$ cat config.mk
export PLATFORM = sky130hd
export DESIGN_NAME = hazard_scoreboard
export DESIGN_NICKNAME = d
export VERILOG_FILES = /design/src/rtl/hazard_scoreboard.sv
export SDC_FILE = /design/constraint.sdc
export NUM_CORES = 1
export LEC_CHECK = 0
export CORE_ASPECT_RATIO = 0.5
export CORE_UTILIZATION = 66
export DETAILED_ROUTE_END_ITERATION = 10
export PLACE_DENSITY = 0.86
export SLEW_MARGIN = 20
export SYNTH_ARGS = -nofsm -noshare
export SYNTH_HDL_FRONTEND = slang
export SYNTH_SLANG_ARGS = --single-unit
$ cat constraint.sdc
create_clock -name clk -period 10.2 [get_ports clk]
set_input_delay 2.04 -clock clk [delete_from_list [all_inputs] [get_ports clk]]
set_output_delay 2.04 -clock clk [all_outputs]
set_load 0.02 [all_outputs]
$ cat src/rtl/hazard_scoreboard.sv
// hazard_scoreboard
//   Decode-stage hazard, forwarding and flush controller for the in-order
//   pipeline. A per-register scoreboard tracks every in-flight write, with
//   the producer's own result latency and its current downstream stage (age).
//
//   Optional feature macro: HAZARD_PERF_EN enables the saturating 16-bit
//   stall-cycle counter; without it stall_cycles is tied to zero.
//
//   Ports
//     clk, rst_n           clock (rising), async active-low reset
//     id_valid             ID holds an instruction
//     id_rs/id_rt(+_used)  source registers and their read enables
//     id_wreg, id_wdst     destination write enable / register
//     id_lat               stage at which the result becomes forwardable
//     id_branch_taken      branch/jump resolved taken in ID
//     ex_busy              downstream structural stall, freezes pipeline
//     stall, issue         hold IF/ID, ID instruction advances
//     fwda, fwdb           0 = register file, k = result of stage k
//     redirect             taken branch accepted, PC loads target
//     cancel_next          squash the instruction now in IF/ID
//     stall_cycles         stall performance counter

// One scoreboard entry: pending flag, current stage and forwardable stage.
module hazard_sb_entry #(
  parameter int FWD_STAGES = 3,
  parameter int FSEL_W     = 2
) (
  input  logic              clk,
  input  logic              rst_n,
  input  logic              hold_i,
  input  logic              ins_i,
  input  logic [FSEL_W-1:0] ins_lat_i,
  output logic              pend_o,
  output logic [FSEL_W-1:0] age_o,
  output logic [FSEL_W-1:0] lat_o
);
  localparam logic [FSEL_W-1:0] LAST = FSEL_W'(FWD_STAGES);

  logic              pend_q, pend_d;
  logic [FSEL_W-1:0] age_q, age_d, lat_q, lat_d;

  always_comb begin
    pend_d = pend_q;
    age_d  = age_q;
    lat_d  = lat_q;
    if (!hold_i && pend_q) begin
      // leaving the last forward stage means the value is in the register file
      if (age_q == LAST) pend_d = 1'b0;
      else               age_d  = age_q + 1'b1;
    end
    // a new producer replaces whatever was tracked (youngest writer wins)
    if (ins_i) begin
      pend_d = 1'b1;
      age_d  = FSEL_W'(1);
      lat_d  = ins_lat_i;
    end
  end

  always_ff @(posedge clk or negedge rst_n) begin
    if (!rst_n) begin
      pend_q <= 1'b0;
      age_q  <= '0;
      lat_q  <= '0;
    end else begin
      pend_q <= pend_d;
      age_q  <= age_d;
      lat_q  <= lat_d;
    end
  end

  assign pend_o = pend_q;
  assign age_o  = age_q;
  assign lat_o  = lat_q;
endmodule

module hazard_scoreboard #(
  parameter int REG_ADDR_W = 5,
  parameter int FWD_STAGES = 3,
  parameter int LAT_W      = 2,
  parameter int FSEL_W     = 2
) (
  input  logic                  clk,
  input  logic                  rst_n,
  input  logic                  id_valid,
  input  logic [REG_ADDR_W-1:0] id_rs,
  input  logic [REG_ADDR_W-1:0] id_rt,
  input  logic                  id_rs_used,
  input  logic                  id_rt_used,
  input  logic                  id_wreg,
  input  logic [REG_ADDR_W-1:0] id_wdst,
  input  logic [LAT_W-1:0]      id_lat,
  input  logic                  id_branch_taken,
  input  logic                  ex_busy,
  output logic                  stall,
  output logic                  issue,
  output logic [FSEL_W-1:0]     fwda,
  output logic [FSEL_W-1:0]     fwdb,
  output logic                  redirect,
  output logic                  cancel_next,
  output logic [15:0]           stall_cycles
);
  localparam int              NREGS = 2 ** REG_ADDR_W;
  localparam logic [LAT_W-1:0] LAT_MAX = LAT_W'(FWD_STAGES);

  logic [NREGS-1:0]             pend_v, ins_v;
  logic [NREGS-1:0][FSEL_W-1:0] age_v, lat_v;
  logic [LAT_W-1:0]             eff_lat;
  logic                         cancel_q;
  logic                         active, a_pend, b_pend, a_haz, b_haz, ins_en;

  // out-of-range latency (0 or beyond the last forward stage) means "last stage"
  assign eff_lat = (id_lat == '0 || id_lat > LAT_MAX) ? LAT_MAX : id_lat;
  assign ins_en  = issue & id_wreg & (id_wdst != '0);

  genvar i;
  generate
    for (i = 0; i < NREGS; i++) begin : g_ent
      if (i == 0) begin : g_r0
        assign ins_v[i] = 1'b0;  // r0 is hard-wired, never tracked
      end else begin : g_rn
        assign ins_v[i] = ins_en & (id_wdst == REG_ADDR_W'(i));
      end
      hazard_sb_entry #(.FWD_STAGES(FWD_STAGES), .FSEL_W(FSEL_W)) u_ent (
        .clk       (clk),
        .rst_n     (rst_n),
        .hold_i    (ex_busy),
        .ins_i     (ins_v[i]),
        .ins_lat_i (FSEL_W'(eff_lat)),
        .pend_o    (pend_v[i]),
        .age_o     (age_v[i]),
        .lat_o     (lat_v[i])
      );
    end
  endgenerate

  // Operand lookup: a pending producer not yet at its forwardable stage is a
  // hazard; otherwise forward from the stage it currently occupies.
  assign a_pend = id_rs_used & (id_rs != '0) & pend_v[id_rs];
  assign b_pend = id_rt_used & (id_rt != '0) & pend_v[id_rt];
  assign a_haz  = a_pend & (age_v[id_rs] < lat_v[id_rs]);
  assign b_haz  = b_pend & (age_v[id_rt] < lat_v[id_rt]);
  assign fwda   = (a_pend & ~a_haz) ? age_v[id_rs] : '0;
  assign fwdb   = (b_pend & ~b_haz) ? age_v[id_rt] : '0;

  // a squashed slot is a bubble: it neither stalls nor issues
  assign active   = id_valid & ~cancel_q;
  assign stall    = active & (a_haz | b_haz | ex_busy);
  assign issue    = active & ~stall;
  assign redirect = issue & id_branch_taken;

  always_ff @(posedge clk or negedge rst_n) begin
    if (!rst_n) cancel_q <= 1'b0;
    else        cancel_q <= redirect;
  end
  assign cancel_next = cancel_q;

`ifdef HAZARD_PERF_EN
  logic [15:0] stall_cnt_q, stall_cnt_d;

  always_comb begin
    stall_cnt_d = stall_cnt_q;
    if (stall && stall_cnt_q != 16'hFFFF) stall_cnt_d = stall_cnt_q + 16'd1;
  end

  always_ff @(posedge clk or negedge rst_n) begin
    if (!rst_n) stall_cnt_q <= '0;
    else        stall_cnt_q <= stall_cnt_d;
  end
  assign stall_cycles = stall_cnt_q;
`else
  assign stall_cycles = '0;
`endif
endmodule

==> metrics.yaml, run 1 <==
fin_skew_ns: 0.0167
ys_dominant_reg_cell: "dfrtp_1"
dieWidth_um: 176
yosysMostFrequentCell: "dfrtp_1"
synthCells: 840
cts_max_level: 4
max_cap_violations: 0
ant_nets: 0
ys_seq_area_share_pct: 39.0
cpMostUsedCell: "mux4_2"
final_layout_size_suffix_gt1_share_pct: 22.5
worst_path_largest_cell_delay_ns: 0.74
cts_buffers: 17
synth_edf_count: 0
grt_pass1_wl_mm: 41.2
cp.arrival_ns: 6.38
yosys_warnings: 0
cts_root_buf: "clkbuf_16"
min_path_cells: 1
cts_setup_buffers: 0
criticalPathCategory: "input port to output pin"
slew_viol_final: 0
clk_pin_slew_worst_paths_ns: 0.07
power.density_nw_per_um2: 223
antenna_cells: 0
synth_top_family_by_area: "multiplexers"
cts_resized: 0
power.total_mw: 2.42
synthMuxAreaShare_pct: 29.6
synth_simple_gate_area_share_pct: 12.3
cts_tree: "yes"
yosys.area_share.xor_xnor_pct: 2.71
nNetsFinal: 908
yosysTopAreaCellShare_pct: 39.0
clock_latency_ns: 0.44
ios: 49
syn-cell-area_sq_um: 10000
leakage_nw: 4.81
die_area_sq_um: 15700
hpwl_mm: 19.0
initial_utilization_pct: 68.5
cp_top_family: "multiplexers"
seq_area_sq_um: 3900
ys_ff_latch: 156
start_kind: "input port"
fin_util_pct: 74.3
clk_path_buf_depth: 2
path_cells: "buf_2 > mux4_2 > mux4_2 > mux2_2 > ha_1 > nand3_2 > a2111oi_4 > a211oi_2 > a22oi_2 > nand2b_1 > nor3b_1 > clkdlybuf4s50_1"
synth.distinct_cells: 54
vias: 7428
worstSetupEndpointType: "output pin"
core-area_sq_um: 14600
drt_iter0_drc: 887
rsz0062_at_grt: "false"
antenna_found_initial: 0
yosys-top-cells-count: "dfrtp_1 (156), nand2_1 (69), mux4_2 (65), mux2i_1 (53), mux2_2 (49)"
status: "complete, no violations"
holdBufCountCts: 0
min_period_ns: 8.42
timing.final.crit_share_pct: 82.6
vias_per_cell: 7.00
setup_viol: 0
portBuffers: 32
hold_path.class: "flip-flop to flip-flop"
gp_congestion: 0.988
grt_pass1_vias: 7166
grt_usage_pct: 36.3
postSynth.asyncResetShare_pct: 100
crit_fanout: 33
r2r_cells: 11
synth-compound-area-share_pct: 6.95
multi_input_area_sq_um: 5650
worstPathRequired_ns: 8.16
drc: 0
chipHeight_um: 89.1
syn2layout_area_growth_pct: 8.55
max_freq_mhz: 119
routed_wl_mm: 26.6
cp.depth: 12
synthAdderAreaFrac_pct: 4.12
yosys-top-cells-area: "dfrtp_1 (39%), mux4_2 (15%), mux2_2 (5.5%), mux2i_1 (5.3%), mux2_1 (4.2%)"
n_fill_cell: 917
clock_sinks: 156
yosysTopAreaCell: "dfrtp_1"
tns_ns: 0
syn_area_per_cell_sq_um: 11.9
slew_headroom_pct: 25.6
slowest_stage: "buf_2"
tightest_slew_ns: 1.11
hold_viol: 0
ir_drop_uv: 134
wl_per_cell_um: 25.1
first_pass_iters: 5
crit_buf_inv: 2
overflow: 0
std_cell_rows: 31
grt_max_degree: 87
==> flip-flops by register name (all words and copies together), names as in the netlist <==
name	cells
cancel_next	1
g_ent.u_ent.pend_o	31
g_ent.u_ent.lat_o	62
g_ent.u_ent.age_o	62
==> through the flow <==
stage / hold WS, ns / cells / setup WS [ns] / cell area, sq um
after global routing: 0.544 / 1061 / 1.53 / 10900
after floorplan: 0.470 / 855 / 1.98 / 10100
after global placement: 0.496 / 1028 / 1.90 / 10300
after detailed placement: 0.504 / 1028 / 1.77 / 10300
after CTS: 0.519 / 1060 / 1.76 / 10800
final: 0.517 / 1061 / 1.78 / 10900
==> cell type report <==
type | count | share of cell area, %
clock buffers | 19 | 4.08
inverters | 29 | 1.00
multi-input cells | 601 | 52.0
well taps | 198 | 2.28
clock inverters | 13 | 0.990
flip-flops and latches | 156 | 35.9
repair buffers | 45 | 3.74
==> worst reg2reg max path, stage by stage, from the launching register on <==
cell	delay, ns
dfrtp_1	0.43
mux4_2	0.48
mux4_2	0.52
mux2_2	0.30
ha_1	0.33
nand3_2	0.09
a2111oi_4	0.34
a211oi_2	0.10
a22oi_2	0.32
buf_4	0.67
and3_1	0.42
mux2_2	0.40
==> power breakdown <==
group / leakage, nW / switching (mW) / internal [mW]
Sequential: 2.04 / 0.245 / 0.792
Combinational: 2.51 / 0.368 / 0.412
Clock: 0.266 / 0.281 / 0.323
Total: 4.81 / 0.894 / 1.53
==> path summary, 6_finish.rpt <==
kind | startpoint | to | slack (ns)
worst min-delay path | g_ent[20].u_ent.lat_o[0] | g_ent[20].u_ent.lat_o[0] | 0.52
worst max-delay path | id_rt[0] | issue | 1.78
max in group asynchronous | rst_n | g_ent[19].u_ent.age_o[0] | 7.14
worst max register to register | g_ent[23].u_ent.age_o[1] | g_ent[11].u_ent.lat_o[1] | 5.66
min in group asynchronous | rst_n | g_ent[13].u_ent.lat_o[1] | 1.64
worst min register to register | g_ent[20].u_ent.lat_o[0] | g_ent[20].u_ent.lat_o[0] | 0.52
==> metal layers <==
layer | vias to the layer above | routed length, um | global-route usage, %
met2 | 462 | 12000 | 55.9
li1 | 3116 | - | -
met4 | 0 | 790 | 14.1
met3 | 79 | 3270 | 11.5
met1 | 3771 | 10600 | 48.8
met5 | - | 0 | 0
==> layout by cell type (no fill, tap or decap), types with 17 or more instances in the layout <==
master           count
nor3b_1             33
nand2_1             69
o21ai_0             28
mux2_1              37
ha_1                33
mux2i_1             53
mux4_2              65
dfrtp_1            156
inv_1               29
nand3_2             21
xnor2_1             31
clkbuf_16           17
nand2b_1            20
clkdlybuf4s50_1     26
nor2_1              22
a31oi_1             28
mux2_2              49
==> cells by family (layout without fill, tap and decap cells) <==
logic type               Yosys count  in the layout
flip-flops                       156            156
AO/OA/AOI/OAI                    101            101
adder cells (fa/ha/maj)           33             33
AND/OR/NAND/NOR                  216            216
buffers and inverters             98            106
multiplexers                     204            204
other                              1             16
XOR/XNOR                          31             31
(Power assumes the default switching activity.)
==> run 2, diff against run 1 <==
CORE_UTILIZATION = 61   (was 66)
PLACE_DENSITY = 0.81   (was 0.86)
clock period = 8.06 ns   (was 10.2 ns; I/O delays follow)
==> run 2 against run 1 <==
Die area up 8.1%. Clock-buffer cell count decreased by 2. Final area grew 0.92%. Core utilization is 4.6 points lower. Sequential cell count did not move. Hold slack gained 0.016 ns. Clock power rose by 34%. Worst setup slack worse by 1.1 ns. Clock skew hardly changed. Cell count rose by 2.9%.
==> metrics.yaml, run 2 (synthesis results as in run 1) <==
cts_tree: "yes"
overflow: 0  # unchanged
cts_setup_buffers: 0  # unchanged
grt_max_degree: 82  # -5.7%
worst_path_largest_cell_delay_ns: 0.64  # -0.10 ns
crit_fanout: 25  # -24%
max_cap_violations: 0  # unchanged
ios: 49  # unchanged
cts_max_level: 4  # unchanged
drt_iter0_drc: 666  # -25%
final_layout_size_suffix_gt1_share_pct: 23.1  # +0.62 points
hold_path.class: "flip-flop to flip-flop"
leakage_nw: 4.86  # +0.97%
drc: 0  # unchanged
start_kind: "input port"
ir_drop_uv: 155  # +16%
ant_nets: 0  # unchanged
place_inst: 1059  # +3.0%
cts_resized: 0  # unchanged
holdBufCountCts: 0  # unchanged
final_cell_mix: "dfrtp_1 (156), nand2_1 (69), mux4_2 (65)"
slew_viol_final: 0  # unchanged
clk_path_buf_depth: 2  # unchanged
std_cell_rows: 32  # +3.2%
cts_root_buf: "clkbuf_16"
grt_pass1_vias: 7543  # +5.3%
syn2layout_area_growth_pct: 9.55
initial_utilization_pct: 63.6  # -4.8 points
setup_viol: 0  # unchanged
instances_no_fill: 1092  # +2.9%
routed_wl_mm: 27.9  # +5.1%
dieWidth_um: 183  # +4.0%
worstPathRequired_ns: 6.45  # -1.71 ns
tightest_slew_ns: 1.08  # -0.0335 ns
criticalPathCategory: "input port to output pin"
timing.final.crit_share_pct: 91.6
clk_pin_slew_worst_paths_ns: 0.07  # about the same
fin_skew_ns: 0.0168  # +0.000114 ns
placed_cell_area_sq_um: 10400  # +0.86%
clock_sinks: 156  # unchanged
gp_congestion: 0.907  # -8.2%
final_common_cell: "dfrtp_1"
first_pass_iters: 5  # unchanged
grt_pass1_wl_mm: 44.2  # +7.4%
power.density_nw_per_um2: 283  # +27%
min_period_ns: 7.39
status: "complete, no violations"
vias_per_cell: 6.78  # -3.2%
cp_top_family: "buffers and inverters"
max_freq_mhz: 135
clock_latency_ns: 0.45  # about the same
wl_per_cell_um: 25.6  # +2.1%
hold_viol: 0  # unchanged
crit_buf_inv: 3  # +1
fin_util_pct: 69.7  # -4.6 points
path_cells: "buf_2 > buf_4 > mux4_2 > mux4_2 > mux2i_1 > ha_1 > nand3_2 > a2111oi_4 > a211oi_2 > a22oi_2 > nand2b_1 > nor3b_1 > clkdlybuf4s50_1"
rsz0062_at_grt: "false"
slowest_stage: "clkdlybuf4s50_1"
nNetsFinal: 915  # +0.77%
slew_headroom_pct: 27.7  # +2.1 points
cpMostUsedCell: "mux4_2"
fin_area_sq_um: 11000  # +0.92%
tns_ns: 0  # unchanged
die_area_sq_um: 17000  # +8.1%
worstSetupEndpointType: "output pin"
chipHeight_um: 92.6  # +3.9%
grt_usage_pct: 35.7  # -0.52 points
core-area_sq_um: 15700  # +7.6%
antenna_found_initial: 1  # +1
vias: 7403  # -0.34%
hpwl_mm: 19.9  # +4.8%
portBuffers: 32  # unchanged
cp.arrival_ns: 5.77  # -0.61 ns
cts_buffers: 17  # unchanged
run 2: changes by cell type in the layout (fill, tap and decap cells not counted), sizes merged:
cell,previous run,this run
buf,19,26
bufinv,0,1
clkbuf,19,17
clkinv,5,3
clkinvlp,2,1
diode,0,1
inv,35,39
run 2: final cells by class:
type,count,area (sq um)
multi-input combinational,601,5650
fill,1094,4770
sequential,156,3900
timing repair buffer,52,453
clock buffer,17,425
tap,221,277
clock inverter,15,150
inverter,29,109
antenna,1,2.50
run 2: path summary, 6_finish.rpt:
| path | end | depth (start not counted) | slack [ns] | from |
|---|---|---|---|---|
| max | issue | 13 | 0.67 | id_rt[0] |
| min | g_ent[29].u_ent.lat_o[1] | 1 | 0.53 | g_ent[29].u_ent.lat_o[1] |
| max reg2reg | g_ent[27].u_ent.lat_o[1] | 11 | 3.42 | g_ent[19].u_ent.age_o[1] |
| min reg2reg | g_ent[29].u_ent.lat_o[1] | 1 | 0.53 | g_ent[29].u_ent.lat_o[1] |
| max in group asynchronous | g_ent[16].u_ent.lat_o[1] | 2 | 5.68 | rst_n |
| min in group asynchronous | g_ent[12].u_ent.lat_o[1] | 1 | 1.19 | rst_n |
run 2: routing by layer:
metal	track usage [%]	share of wire [%]	vias to the layer above
li1	-	-	3145
met1	48.9	41	3786
met2	55.2	46	398
met3	10.4	11	74
met4	11.6	2.1	0
met5	0	0	-
run 2: per-stage QoR:
step,setup WS [ns],power (mW),hold WS [ns]
final,0.673,3.11,0.533
after global placement,0.742,2.19,0.493
after CTS,0.650,3.09,0.531
after global routing,0.414,3.26,0.551
after floorplan,0.697,1.96,0.470
after detailed placement,0.644,2.27,0.516
run 2: report_power, final:
part	internal (mW)	leakage, nW	switching, mW	total (mW)
Clock	0.436	0.283	0.371	0.807
Sequential	1.00	2.04	0.314	1.32
Combinational	0.521	2.54	0.461	0.983
run 2: worst register-to-register path, delay by kind of cell (launching register included):
kind            cells  cell delay, ns
fa+ha+maj           1            0.33
simple gates        2            0.63
buf+inv             1            0.64
mux                 4            1.69
compound gates      3            0.80
flops               1            0.45
